`src/rtl/vr_hw2_seq_multiplier.sv`:
```
// Iterative unsigned shift-add multiplier, one add-and-shift per clock.
// Product {acc,q} is ready M cycles after START is accepted.
module vr_hw2_seq_multiplier #(
  parameter int M = 32
) (
  input  logic           CLK,
  input  logic           RSTN,
  input  logic           START,
  input  logic [M-1:0]   A,
  input  logic [M-1:0]   B,
  output logic           BUSY,
  output logic           DONE,
  output logic [2*M-1:0] P
);

  localparam int CW = $clog2(M+1);
  localparam logic [CW-1:0] LAST = CW'(M-1);

  typedef enum logic [1:0] {
    S_IDLE,
    S_RUN,
    S_DONE
  } state_t;

  state_t        state;
  state_t        state_nx;
  logic [M-1:0]  mcand;
  logic [M-1:0]  acc;
  logic [M-1:0]  q;
  logic [CW-1:0] cnt;
  logic [M:0]    add;
  logic          accept;

  // Adder slice: carry lands in add[M] and shifts into acc[M-1]
  assign add = {1'b0, acc}
             + {1'b0, (q[0] ? mcand : {M{1'b0}})};

  assign accept = START
    && (state == S_IDLE || state == S_DONE);

  always_comb begin
    state_nx = state;
    unique case (state)
      S_IDLE:
        if (START) state_nx = S_RUN;
      S_RUN:
        if (cnt == LAST) state_nx = S_DONE;
      S_DONE:
        state_nx = START ? S_RUN : S_IDLE;
      default:
        state_nx = S_IDLE;
    endcase
  end

  always_ff @(posedge CLK) begin
    if (!RSTN) begin
      state <= S_IDLE;
      mcand <= '0;
      acc   <= '0;
      q     <= '0;
      cnt   <= '0;
    end else begin
      state <= state_nx;
      if (accept) begin
        mcand <= A;
        q     <= B;
        acc   <= '0;
        cnt   <= '0;
      end else if (state == S_RUN) begin
        {acc, q} <= {add, q[M-1:1]};
        cnt      <= cnt + CW'(1);
      end
    end
  end

  assign BUSY = (state == S_RUN);
  assign DONE = (state == S_DONE);
  assign P    = {acc, q};

endmodule
```
`config.mk`:
```
export PLATFORM = sky130hd
export DESIGN_NAME = vr_hw2_seq_multiplier
export DESIGN_NICKNAME = d
export VERILOG_FILES = /design/src/rtl/vr_hw2_seq_multiplier.sv
export SDC_FILE = /design/constraint.sdc
export NUM_CORES = 1
export LEC_CHECK = 0
export ABC_CLOCK_PERIOD_IN_PS = 2900
export BUFFER_PORTS_ARGS = -buffer_cell sky130_fd_sc_hd__buf_4
export CAP_MARGIN = 0
export CORE_MARGIN = 2
export CORE_UTILIZATION = 30
export DETAILED_ROUTE_END_ITERATION = 8
export PLACE_DENSITY = 0.48
export SETUP_SLACK_MARGIN = 0.05
export SYNTH_ARGS = -nofsm -noshare
export SYNTH_HDL_FRONTEND = slang
export SYNTH_SLANG_ARGS = --single-unit
```
`constraint.sdc`:
```
create_clock -name CLK -period 2.9 [get_ports CLK]
set_input_delay 0.29 -clock CLK [delete_from_list [all_inputs] [get_ports CLK]]
set_output_delay 0.29 -clock CLK [all_outputs]
set_load 0.05 [all_outputs]
```
# Word level (Yosys, flattened, before mapping)
# Cells that the tools add are included.
[classes]
n_reduce_logical = 6
n_bitwise = 1
shift = 0
n_eq_ne = 5
mux = 7
n_addsub = 2
mul = 0
div_mod_pow = 0
magnitude_cmp = 0
[op_table]
columns = ["operator", "count"]
rows = [
  ["2-to-1 mux 32 bit", 3],
  ["adder 32 x 32 -> 33 bit", 1],
  ["adder 6 x 1 -> 6 bit (second input constant)", 1],
  ["equality test 6 x 5 -> 1 bit (second input constant)", 1],
  ["case mux 2 bit (3 select lines)", 1],
  ["2-to-1 mux 2 bit", 2],
  ["equality test 2 x 1 -> 1 bit (second input constant)", 1],
  ["equality test 2 bit (second input constant)", 1],
  ["logical NOT 2 bit", 1],
  ["inequality test 2 x 1 -> 1 bit (second input constant)", 1],
  ["inequality test 2 bit (second input constant)", 1],
  ["AND reduction 2 bit", 1],
  ["nonzero test 2 bit", 1],
  ["OR reduction 2 bit", 1],
  ["logical AND 1 bit", 1],
  ["logical OR 1 bit", 1],
  ["2-to-1 mux 1 bit", 1],
  ["NOT 1 bit", 1],
]
[word_totals]
ramBits = 0
mem_count = 0
input_bits = 67
regBits = 104
mem_bits_ro = 0
latchBits = 0

# Depth between registers and ports, before layout
# Gate-level depths: netlist of run 1.
[logic_depth]
depth_word = 4
depth_mapped = 11
ltp_nobuf = 10

# Worst setup path after synthesis of run 1
# No wires, ideal clock.
[synth_timing]
kind = "register -> register"
start = "reg q[0]"
end = "reg acc[23]"
stages_incl_launch_ff = 12
setup_time_ns = 0.129
path_slack_ns = 0.139
t_required_ns = 2.771
arrival_time_ns = 2.633
synth_period_minus_slack_ns = 2.761
cell_sequence = "dfxtp_1 clkbuf_1 and2_1 ha_1 fa_1 a21oi_1 o22ai_1 a311oi_1 o21ai_1 a21oi_1 xor2_1 o21ai_0"
[synth_via]
elab_chain_cells = 2
[synth_rtl]
columns = ["element", "line_no", "rtl"]
rows = [
  ["start: declaration", "29", "logic [M-1:0] q;"],
  ["start signal: assignment", "70", "{acc, q} <= {add, q[M-1:1]};"],
  ["2-to-1 mux 32 bit", "36", "+ {1'b0, (q[0] ? mcand : {M{1'b0}})};"],
  ["adder 32 x 32 -> 33 bit", "36", ""],
  ["end signal: assignment", "70", ""],
  ["end: declaration", "28", "logic [M-1:0] acc;"],
]
# No other way between the ends.
# A chain may end at the register's enable or synchronous reset.

# Final worst setup path of run 1
[layout_timing]
start = "reg q[0]"
end = "reg acc[28]"
# The elaborated chain is that of the path after synthesis.

==> results of run 1 <==
[flip-flops by register name, indices dropped and copies added, names as in the netlist]
| signal | flops |
|---|---|
| state | 2 |
| mcand | 32 |
| cnt | 6 |
| acc | 32 |
| q | 32 |
[final cells by class]
class | count | area share (%)
well taps | 260 | 4.373
flip-flops and latches | 104 | 27.99
multi-input cells | 570 | 48.06
clock buffers | 11 | 3.263
repair buffers | 150 | 15.14
clock inverters | 4 | 0.7233
inverters | 9 | 0.4542
[cells in the final DEF (no fill, tap or decap), drive strengths merged, types with 5 or more instances in the layout]
master  Yosys  layout
dfxtp     104     104
xor2       14      14
a21boi     36      36
nor2       89      89
nand2     122     122
nand3      14      14
xnor2      14      14
a21oi      44      44
o221ai     33      33
o21ai      34      34
a211oi      6       6
nand4       9       9
clkbuf     36      11
a31oi       5       5
inv         9      10
and2       36      36
nor3        7       7
ha         33      33
a21o       14      14
o21bai      5       5
buf         6     150
[per-stage QoR]
step	setup WS [ns]	util [%]	hold slack, ns	total power, mW
after floorplan	0.1385	-	0.4349	2.038
after global placement	0.1591	37.56	0.4551	2.302
after detailed placement	0.1111	37.56	0.4588	2.310
after CTS	0.09115	39.14	0.1753	3.583
after global routing	0.06575	39.50	0.1833	3.691
final	0.2034	39.50	0.1865	3.527
[synth_stat cells (2+ instances only)]
cell type,count
o211ai_1,3
o21ai_1,4
inv_1,9
dfxtp_1,104
or2_2,3
nor3_1,7
o21ai_0,30
nand3_1,12
a31oi_1,4
o21bai_1,5
clkbuf_1,35
nand2_2,2
o21a_1,2
nand4_1,9
a21oi_1,40
a21oi_2,4
xor2_1,14
nand2_1,120
a21o_1,14
nand2b_1,2
nor4_1,4
ha_1,33
o22ai_1,3
o221ai_1,33
and4_1,2
and3_1,3
a211oi_1,6
and2_1,36
xnor2_1,14
buf_1,4
o31ai_1,3
a31o_1,2
buf_2,2
a21boi_0,35
nand3_2,2
nor2b_1,3
nor2_1,89
or4_1,2
[path summary, 6_finish.rpt]
| path | slack, ns | end | cells after the start |
|---|---|---|---|
| setup / recovery | 0.20 | acc[28] | 11 |
| hold / removal | 0.19 | mcand[22] | 3 |
| setup reg to reg | 0.20 | acc[28] | 11 |
| hold reg to reg | 0.47 | mcand[22] | 2 |
[what timing repair did]
item | in CTS | in global routing
setup endpoints to repair | 0 | 9
setup buffers | 0 | 1
resized for setup | 0 | 13
[critical path: stages, from the launching register on]
cell       delay, ns
dfxtp_1         0.33
buf_4           0.15
buf_4           0.17
and2_1          0.17
ha_1            0.34
inv_1           0.14
a2111oi_4       0.39
o211ai_1        0.16
nand3_2         0.16
o22ai_2         0.13
or4_1           0.43
nand3_1         0.09
[power by group through the flow]
stage	sequential, mW	combinational [mW]	clock (mW)
3_5_place_dp	1.61	0.704	0
6_report	1.57	0.699	1.25
5_1_grt	1.59	0.758	1.35
4_1_cts	1.57	0.705	1.30
2_1_floorplan	1.77	0.263	0
3_3_place_gp	1.61	0.696	0
[metal layers]
metal / GRT usage [%] / routed length (microns) / vias to the layer above
met5: 0 / 0 / -
met3: 5.768 / 1291 / 17
met2: 29.07 / 8102 / 159
met1: 21.56 / 7922 / 2586
li1: - / - / 2801
met4: 4.742 / 227 / 0
[cell families (layout without fill, tap and decap cells)]
logic type / count (synthesis) / count (layout) / share of synthesized area [%]
AOI/OAI and AO/OA: 205 / 205 / 25.01
xor gates and xnor gates: 28 / 28 / 4.241
adders and majority gates: 34 / 34 / 7.486
buffers and inverters: 51 / 174 / 3.375
DFF: 104 / 104 / 36.00
muxes: 1 / 1 / 0.1731
and+or+nand+nor: 302 / 302 / 23.71
==> impl_metrics.py, run 1 <==
metrics = {
    "clock_tree": {
        "cts.clk_slew.worst_paths_ns": 0.07,
        "htree_levels": 3,
        "cts_hold_buf": 0,
        "root_buffer": "clkbuf_16",
        "clock_sinks": 104,
        "clkLatencyLatePin_ns": 0.35,
        "cts_buffer_depth": 2,
        "numCtsBuffers": 9,
        "cts_tree": "done",
    },
    "timing": {
        "worst_pin_slew_ns": 0.7529,
        "rsz0062_at_grt": "no",
        "fin_crit_sh_pct": 92.98,
        "hold_viol": 0,
        "slew_headroom_pct": 49.80,
        "drv_slew": 0,
        "finalSetupViolCount": 0,
        "fmax_mhz": 370.8,
        "period_needed_ns": 2.697,
        "clock_skew_ns": 0.01061,
        "timing.setup.tns_ns": 0,
    },
    "worst_setup_path": {
        "path_class": "reg2reg",
        "end_kind": "flop",
        "worstPathRequired_ns": 3.20,
        "cp_max_fo": 14,
        "cp-start-kind": "flop",
        "r2r_start": "q[0]",
        "arrival_ns": 3.00,
        "crit_start": "q[0]",
    },
    "place": {
        "io_buffers": 132,
        "hpwlAfterDp_microns": 12900,
        "gp_congestion": 0.8817,
        "post-place-cells": 1092,
        "placed_area_sq_mm": 0.007073,
    },
    "hold_path": {
        "worstHoldStart": "A[22]",
        "hold_path.class": "in2reg",
    },
    "grt": {
        "track_usage_pct": 17.43,
        "grt_max_degree": 70,
        "grt.overflow.total": 0,
        "antenna_found_initial": 0,
        "grt_pass1_vias": 5474,
        "grt_pass1_wl_microns": 28180,
    },
    "logic_synthesis": {
        "synth_area_leader_cell": "dfxtp_1",
        "async_reset_ff_share_pct": 0,
        "synth.distinct_cells": 64,
        "ys.flop_type": "dfxtp_1",
        "syn_inst": 725,
        "yosysWarnings": 0,
        "syn_nets": 826,
        "synth_edf_count": 0,
        "yosysTopAreaCellShare_pct": 36.00,
        "syn-cell-area_sq_mm": 0.005783,
        "synth.top_cells.by_area": "dfxtp_1 36%, nand2_1 7.8%, ha_1 7.1%, nor2_1 5.8%, o221ai_1 5.0%",
        "yosysSeqAreaShare_pct": 36.00,
        "synth_seq_cells": 104,
        "synth_area_per_cell_sq_um": 7.977,
    },
    "pwr": {
        "intPower_mw": 2.448,
        "p_leak_nw": 3.205,
        "swShare_pct": 30.60,
        "clkPwrFrac_pct": 35.5,
        "p_per_area_mw_per_mm2": 474.1,
        "p_switching_mw": 1.079,
        "combPwrFrac_pct": 19.8,
        "seqPwrFrac_pct": 44.6,
        "ir_drop_v": 0.0003062,
    },
    "route": {
        "drtIter0Drc": 367,
        "postRouteAntennaNets": 0,
        "avgRoutedWirePerCell_microns": 15.83,
        "wl_microns": 17540,
        "drc": 0,
        "vias": 5563,
        "vias_per_cell": 5.021,
        "firstDrtPassIters": 4,
    },
    "final_layout": {
        "fin_cells": 1108,
        "stdcell_area_sq_mm": 0.007438,
        "multi_input_area_sq_mm": 0.003575,
        "seq_area_sq_mm": 0.002082,
        "area_growth_syn_to_layout_pct": 28.62,
        "diodes": 0,
        "drive_gt1_share_pct": 23.11,
        "layout.nets": 945,
        "nFillCells": 1937,
    },
    "floorplan": {
        "die_height_microns": 142.8,
        "dieWidth_microns": 142.8,
        "die_area_sq_mm": 0.02040,
        "ios": 133,
        "num_rows": 50,
        "core_area_sq_mm": 0.01883,
        "initial_core_util_pct": 30.71,
    },
    "run": {
        "max_cap_viol_count": 0,
    },
    "run_status": {
        "status": "completed",
    },
}
Note: power is estimated with default switching activity, not from simulation.
==> run 2: changes to the inputs <==
RECOVER_POWER = 100   (was not set)
==> run 2 against run 1 <==
- flip-flop and latch count did not move
- worst hold slack better by 0.0025 ns
- die area unchanged
- critical path type unchanged
- critical endpoint unchanged
- largest power group unchanged
- highest routed layer unchanged
==> impl_metrics.py, run 2 (synthesis results as in run 1) <==
metrics = {
    "floorplan": {
        "dieWidth_microns": 142.8,
        "num_rows": 50,
        "core_area_sq_mm": 0.01883,
        "die_height_microns": 142.8,
        "die_area_sq_mm": 0.02040,
        "ios": 133,
        "initial_core_util_pct": 30.71,
    },
    "final_layout": {
        "layout.nets": 945,
        "fin_util_pct": 38.14,
        "top_regs": "acc: 32 flops, mcand: 32 flops, q: 32 flops",
        "final_common_cell": "nand2_1",
        "diodes": 0,
        "drive_gt1_share_pct": 15.33,
        "mostFrequentLayoutCells": "121 x nand2_1, 104 x dfxtp_1, 89 x nor2_1, 81 x buf_4, 66 x clkbuf_1",
        "area_growth_syn_to_layout_pct": 24.19,
    },
    "run": {
        "max_cap_viol_count": 0,
    },
    "worst_setup_path": {
        "cp-start-kind": "flop",
        "path_delay_family": "simple AND/OR/NAND/NOR gates",
        "critPathMostFrequentCell": "buf_4",
        "crit_slowest_cell": "or4_1",
        "reg2regPathDepth": 11,
        "cp_max_fo": 14,
        "end_kind": "flop",
        "path_class": "reg2reg",
        "path_depth": 11,
        "critPathBufInv": 3,
        "worstPathRequired_ns": 3.20,
        "path_cells": "buf_4, buf_4, and2_1, ha_1, inv_1, a2111oi_4, o211ai_1, nand3_2, o22ai_2, or4_1, nand3_1",
        "arrival_ns": 2.99,
        "cp_slowest_stage_delay_ns": 0.43,
    },
    "pwr": {
        "p_per_area_mw_per_mm2": 484.3,
        "clkPwrFrac_pct": 36.0,
        "swShare_pct": 30.95,
        "p_switching_mw": 1.076,
        "p_leak_nw": 2.933,
        "combPwrFrac_pct": 18.8,
        "seqPwrFrac_pct": 45.2,
        "fin_total_pwr_mw": 3.478,
        "intPower_mw": 2.402,
        "ir_drop_v": 0.0003043,
    },
    "timing": {
        "period_needed_ns": 2.693,
        "clock_skew_ns": 0.01046,
        "fin_crit_sh_pct": 92.85,
        "slew_headroom_pct": 1.157,
        "finalSetupViolCount": 0,
        "drv_slew": 0,
        "rsz0062_at_grt": "no",
        "timing.setup.tns_ns": 0,
        "worst_pin_slew_ns": 1.483,
        "fin_hold_ws_ns": 0.1890,
        "layout_setup_ws_ns": 0.2073,
        "hold_viol": 0,
        "fmax_mhz": 371.4,
    },
    "clock_tree": {
        "clkLatencyLatePin_ns": 0.36,
        "cts_tree": "done",
        "cts_hold_buf": 0,
        "htree_levels": 3,
        "root_buffer": "clkbuf_16",
        "numCtsBuffers": 9,
        "clock_sinks": 104,
        "cts.clk_slew.worst_paths_ns": 0.07,
        "cts_buffer_depth": 2,
    },
    "hold_path": {
        "hold_path.class": "in2reg",
        "min_path_cells": 3,
    },
    "route": {
        "avgRoutedWirePerCell_microns": 15.84,
        "drtIter0Drc": 300,
        "vias_per_cell": 5.017,
        "wl_microns": 17550,
        "firstDrtPassIters": 4,
        "maxUsedRoutingLayer": "met4",
        "route.met3.wl_microns": 1220,
        "postRouteAntennaNets": 0,
        "m1WireLength_microns": 8022,
        "drc": 0,
        "vias": 5559,
        "wl_met2_microns": 8070,
    },
    "grt": {
        "track_usage_pct": 17.43,
        "grt_pass1_wl_microns": 28180,
        "antenna_found_initial": 0,
        "grt_pass1_vias": 5474,
        "grt_max_degree": 70,
        "grt.overflow.total": 0,
    },
    "place": {
        "pre_cts_ws_ns": 0.1111,
        "gp_congestion": 0.8817,
        "hpwlAfterDp_microns": 12900,
        "io_buffers": 132,
    },
    "run_status": {
        "status": "completed",
    },
}
[run 2: worst register-to-register path, stage by stage, from the launching register on]
cell	delay [ns]
dfxtp_1	0.33
buf_4	0.15
buf_4	0.17
and2_1	0.17
ha_1	0.34
inv_1	0.14
a2111oi_4	0.39
o211ai_1	0.16
nand3_2	0.16
o22ai_2	0.13
or4_1	0.43
nand3_1	0.09
[run 2: area by class of cell]
class	count	area, sq um
timing repair buffer	150	872.1
tap	260	325.3
clock inverter	4	53.80
clock buffer	11	242.7
multi-input combinational	570	3572
inverter	9	33.78
fill	1976	11650
sequential	104	2082
[run 2: power by group through the flow]
stage	registers [mW]	clock network, mW	logic [mW]
after CTS	1.57	1.30	0.705
after detailed placement	1.61	0	0.704
after floorplan	1.77	0	0.263
after global placement	1.61	0	0.696
final	1.57	1.25	0.652
after global routing	1.58	1.35	0.711
[run 2: per-stage QoR]
stage	area [sq um]	instances
after floorplan	5783	725
after global placement	7073	1092
after detailed placement	7073	1092
after CTS	7370	1107
after global routing	7182	1108
final	7182	1108
[run 2: metal layers]
layer	vias to the layer above	track usage (%)
met1	2582	21.56
met3	16	5.768
met4	0	4.742
met2	153	29.07
met5	-	0
li1	2808	-
[run 2: repair_timing]
action,4_1_cts,5_1_grt
setup buffers,0,1
gates resized for setup,0,13
setup endpoints to repair,0,9
[run 2: final timing paths]
| path | start | endpoint | slack, ns |
|---|---|---|---|
| setup reg to reg | q[0] | acc[28] | 0.21 |
| hold / removal | A[22] | mcand[22] | 0.19 |
| setup / recovery | q[0] | acc[28] | 0.21 |
| hold reg to reg | mcand[22] | mcand[22] | 0.47 |
==> run 3: changes to the inputs <==
--- a/config.mk
+++ b/config.mk
@@ -9,8 +9,8 @@
 export BUFFER_PORTS_ARGS = -buffer_cell sky130_fd_sc_hd__buf_4
 export CAP_MARGIN = 0
-export CORE_MARGIN = 2
-export CORE_UTILIZATION = 30
+export CORE_MARGIN = 3
+export CORE_UTILIZATION = 35
 export DETAILED_ROUTE_END_ITERATION = 8
-export PLACE_DENSITY = 0.48
+export PLACE_DENSITY = 0.54
 export RECOVER_POWER = 100
 export SETUP_SLACK_MARGIN = 0.05
==> constraint.sdc (replaced) <==
create_clock -name CLK -period 2.9 [get_ports CLK]
set_input_delay 0.145 -clock CLK [delete_from_list [all_inputs] [get_ports CLK]]
set_output_delay 0.145 -clock CLK [all_outputs]
set_load 0.05 [all_outputs]
==> run 3 against run 2 <==
- flip-flop and latch count unchanged
- wire length shrank 0.55%
- non-clock buffer count grew 4
- utilization rose by 6.2 points
- setup slack got worse by 0.015 ns
- via count rose by 0.86%
- final cell count shrank 3.5%
==> impl_metrics.py, run 3 (synthesis results as in run 1) <==
metrics = {
    "route": {
        "vias": 5607,
        "vias_per_cell": 5.245,
        "maxUsedRoutingLayer": "met4",
        "firstDrtPassIters": 4,
        "wl_met2_microns": 8184,
        "avgRoutedWirePerCell_microns": 16.32,
        "route.met3.wl_microns": 1443,
        "drc": 0,
        "drtIter0Drc": 270,
        "wl_microns": 17450,
        "m1WireLength_microns": 7568,
        "postRouteAntennaNets": 0,
    },
    "final_layout": {
        "nFillCells": 1710,
        "area_growth_syn_to_layout_pct": 22.59,
        "diodes": 0,
        "mostFrequentLayoutCells": "120 x nand2_1, 103 x dfxtp_1, 89 x nor2_1, 80 x buf_4, 71 x clkbuf_1",
        "layout.nets": 949,
        "final_common_cell": "nand2_1",
        "seq_area_sq_mm": 0.002083,
        "multi_input_area_sq_mm": 0.003518,
        "drive_gt1_share_pct": 13.95,
        "top_regs": "acc: 32 flops, mcand: 32 flops, q: 32 flops",
    },
    "timing": {
        "period_needed_ns": 2.708,
        "finalSetupViolCount": 0,
        "fmax_mhz": 369.3,
        "worst_pin_slew_ns": 1.170,
        "clock_skew_ns": 0.01083,
        "timing.setup.tns_ns": 0,
        "drv_slew": 0,
        "rsz0062_at_grt": "no",
        "fin_crit_sh_pct": 93.38,
        "hold_viol": 0,
        "slew_headroom_pct": 21.97,
    },
    "place": {
        "io_buffers": 132,
        "hpwlAfterDp_microns": 13000,
        "gp_congestion": 0.9561,
    },
    "floorplan": {
        "initial_core_util_pct": 36.14,
        "die_height_microns": 134.5,
        "core_area_sq_mm": 0.01600,
        "dieWidth_microns": 134.5,
        "ios": 133,
        "die_area_sq_mm": 0.01810,
        "num_rows": 46,
    },
    "grt": {
        "grt_pass1_wl_microns": 28610,
        "track_usage_pct": 19.49,
        "grt.overflow.total": 0,
        "grt_pass1_vias": 5754,
        "grt_max_degree": 46,
        "antenna_found_initial": 0,
    },
    "clock_tree": {
        "numCtsBuffers": 9,
        "cts_tree": "done",
        "cts_hold_buf": 0,
        "cts.clk_slew.worst_paths_ns": 0.07,
        "htree_levels": 3,
        "cts_buffer_depth": 2,
        "clock_sinks": 104,
        "root_buffer": "clkbuf_16",
        "clkLatencyLatePin_ns": 0.36,
    },
    "worst_setup_path": {
        "end_kind": "flop",
        "cp_slowest_stage_delay_ns": 0.44,
        "cp-start-kind": "flop",
        "path_class": "reg2reg",
        "worstPathRequired_ns": 3.20,
        "arrival_ns": 3.01,
        "path_cells": "buf_12, and2_1, ha_1, nand2_1, a2111oi_4, o211ai_1, nand3_1, o22ai_1, or4_1, nand3_1",
        "crit_slowest_cell": "or4_1",
        "critPathMostFrequentCell": "nand3_1",
        "cp_max_fo": 20,
    },
    "run_status": {
        "status": "completed",
    },
    "pwr": {
        "p_leak_nw": 2.926,
        "fin_total_pwr_mw": 3.413,
        "ir_drop_v": 0.0003423,
        "p_per_area_mw_per_mm2": 481.4,
    },
    "run": {
        "max_cap_viol_count": 0,
    },
    "hold_path": {
        "hold_path.class": "in2reg",
    },
}
run 3: power breakdown:
group / internal, mW / switching [mW]
Clock: 0.615 / 0.575
Sequential: 1.51 / 0.0605
Combinational: 0.198 / 0.453
run 3: timing repair:
action                     in CTS  in global routing
setup buffers                   0                  0
gates resized for setup         0                  4
setup endpoints to repair       0                  5
run 3: worst paths after layout:
check	slack [ns]	cells past startpoint	startpoint	end
setup / recovery	0.19	10	q[0]	acc[28]
hold / removal	0.04	3	A[9]	mcand[9]
setup reg to reg	0.19	10	q[0]	acc[28]
hold reg to reg	0.46	2	mcand[26]	mcand[26]
run 3: routing by layer:
layer	up-vias	track usage [%]
met5	-	0
met4	0	6.052
met3	19	6.781
met2	188	33.30
met1	2587	23.07
li1	2813	-
run 3: stage by stage:
| step | instance area (sq um) | utilization, % | cells | hold slack [ns] | setup slack (ns) |
|---|---|---|---|---|---|
| final | 7089 | 44.31 | 1069 | 0.03756 | 0.1920 |
| after CTS | 7351 | 45.94 | 1069 | 0.02290 | 0.2179 |
| after global placement | 7068 | 44.17 | 1053 | 0.4059 | 0.2872 |
| after global routing | 7089 | 44.31 | 1069 | 0.03394 | 0.03149 |
| after floorplan | 5783 | - | 725 | 0.2899 | 0.1385 |
| after detailed placement | 7068 | 44.17 | 1053 | 0.4136 | 0.2340 |
run 3: area by class of cell:
type / count / area share (%)
timing repair buffer: 154 / 12.71
clock inverter: 5 / 0.5648
multi-input combinational: 570 / 49.63
sequential: 104 / 29.39
inverter: 9 / 0.4765
tap: 216 / 3.812
clock buffer: 11 / 3.424
run 3: worst max-delay path: cells and delay by family, from the launching register on:
family                     cells  cell delay [ns]
AOI/OAI and AO/OA              3             0.72
buffers and inverters          1             0.15
DFF                            1             0.35
adders and majority gates      1             0.39
and+or+nand+nor                5             1.04
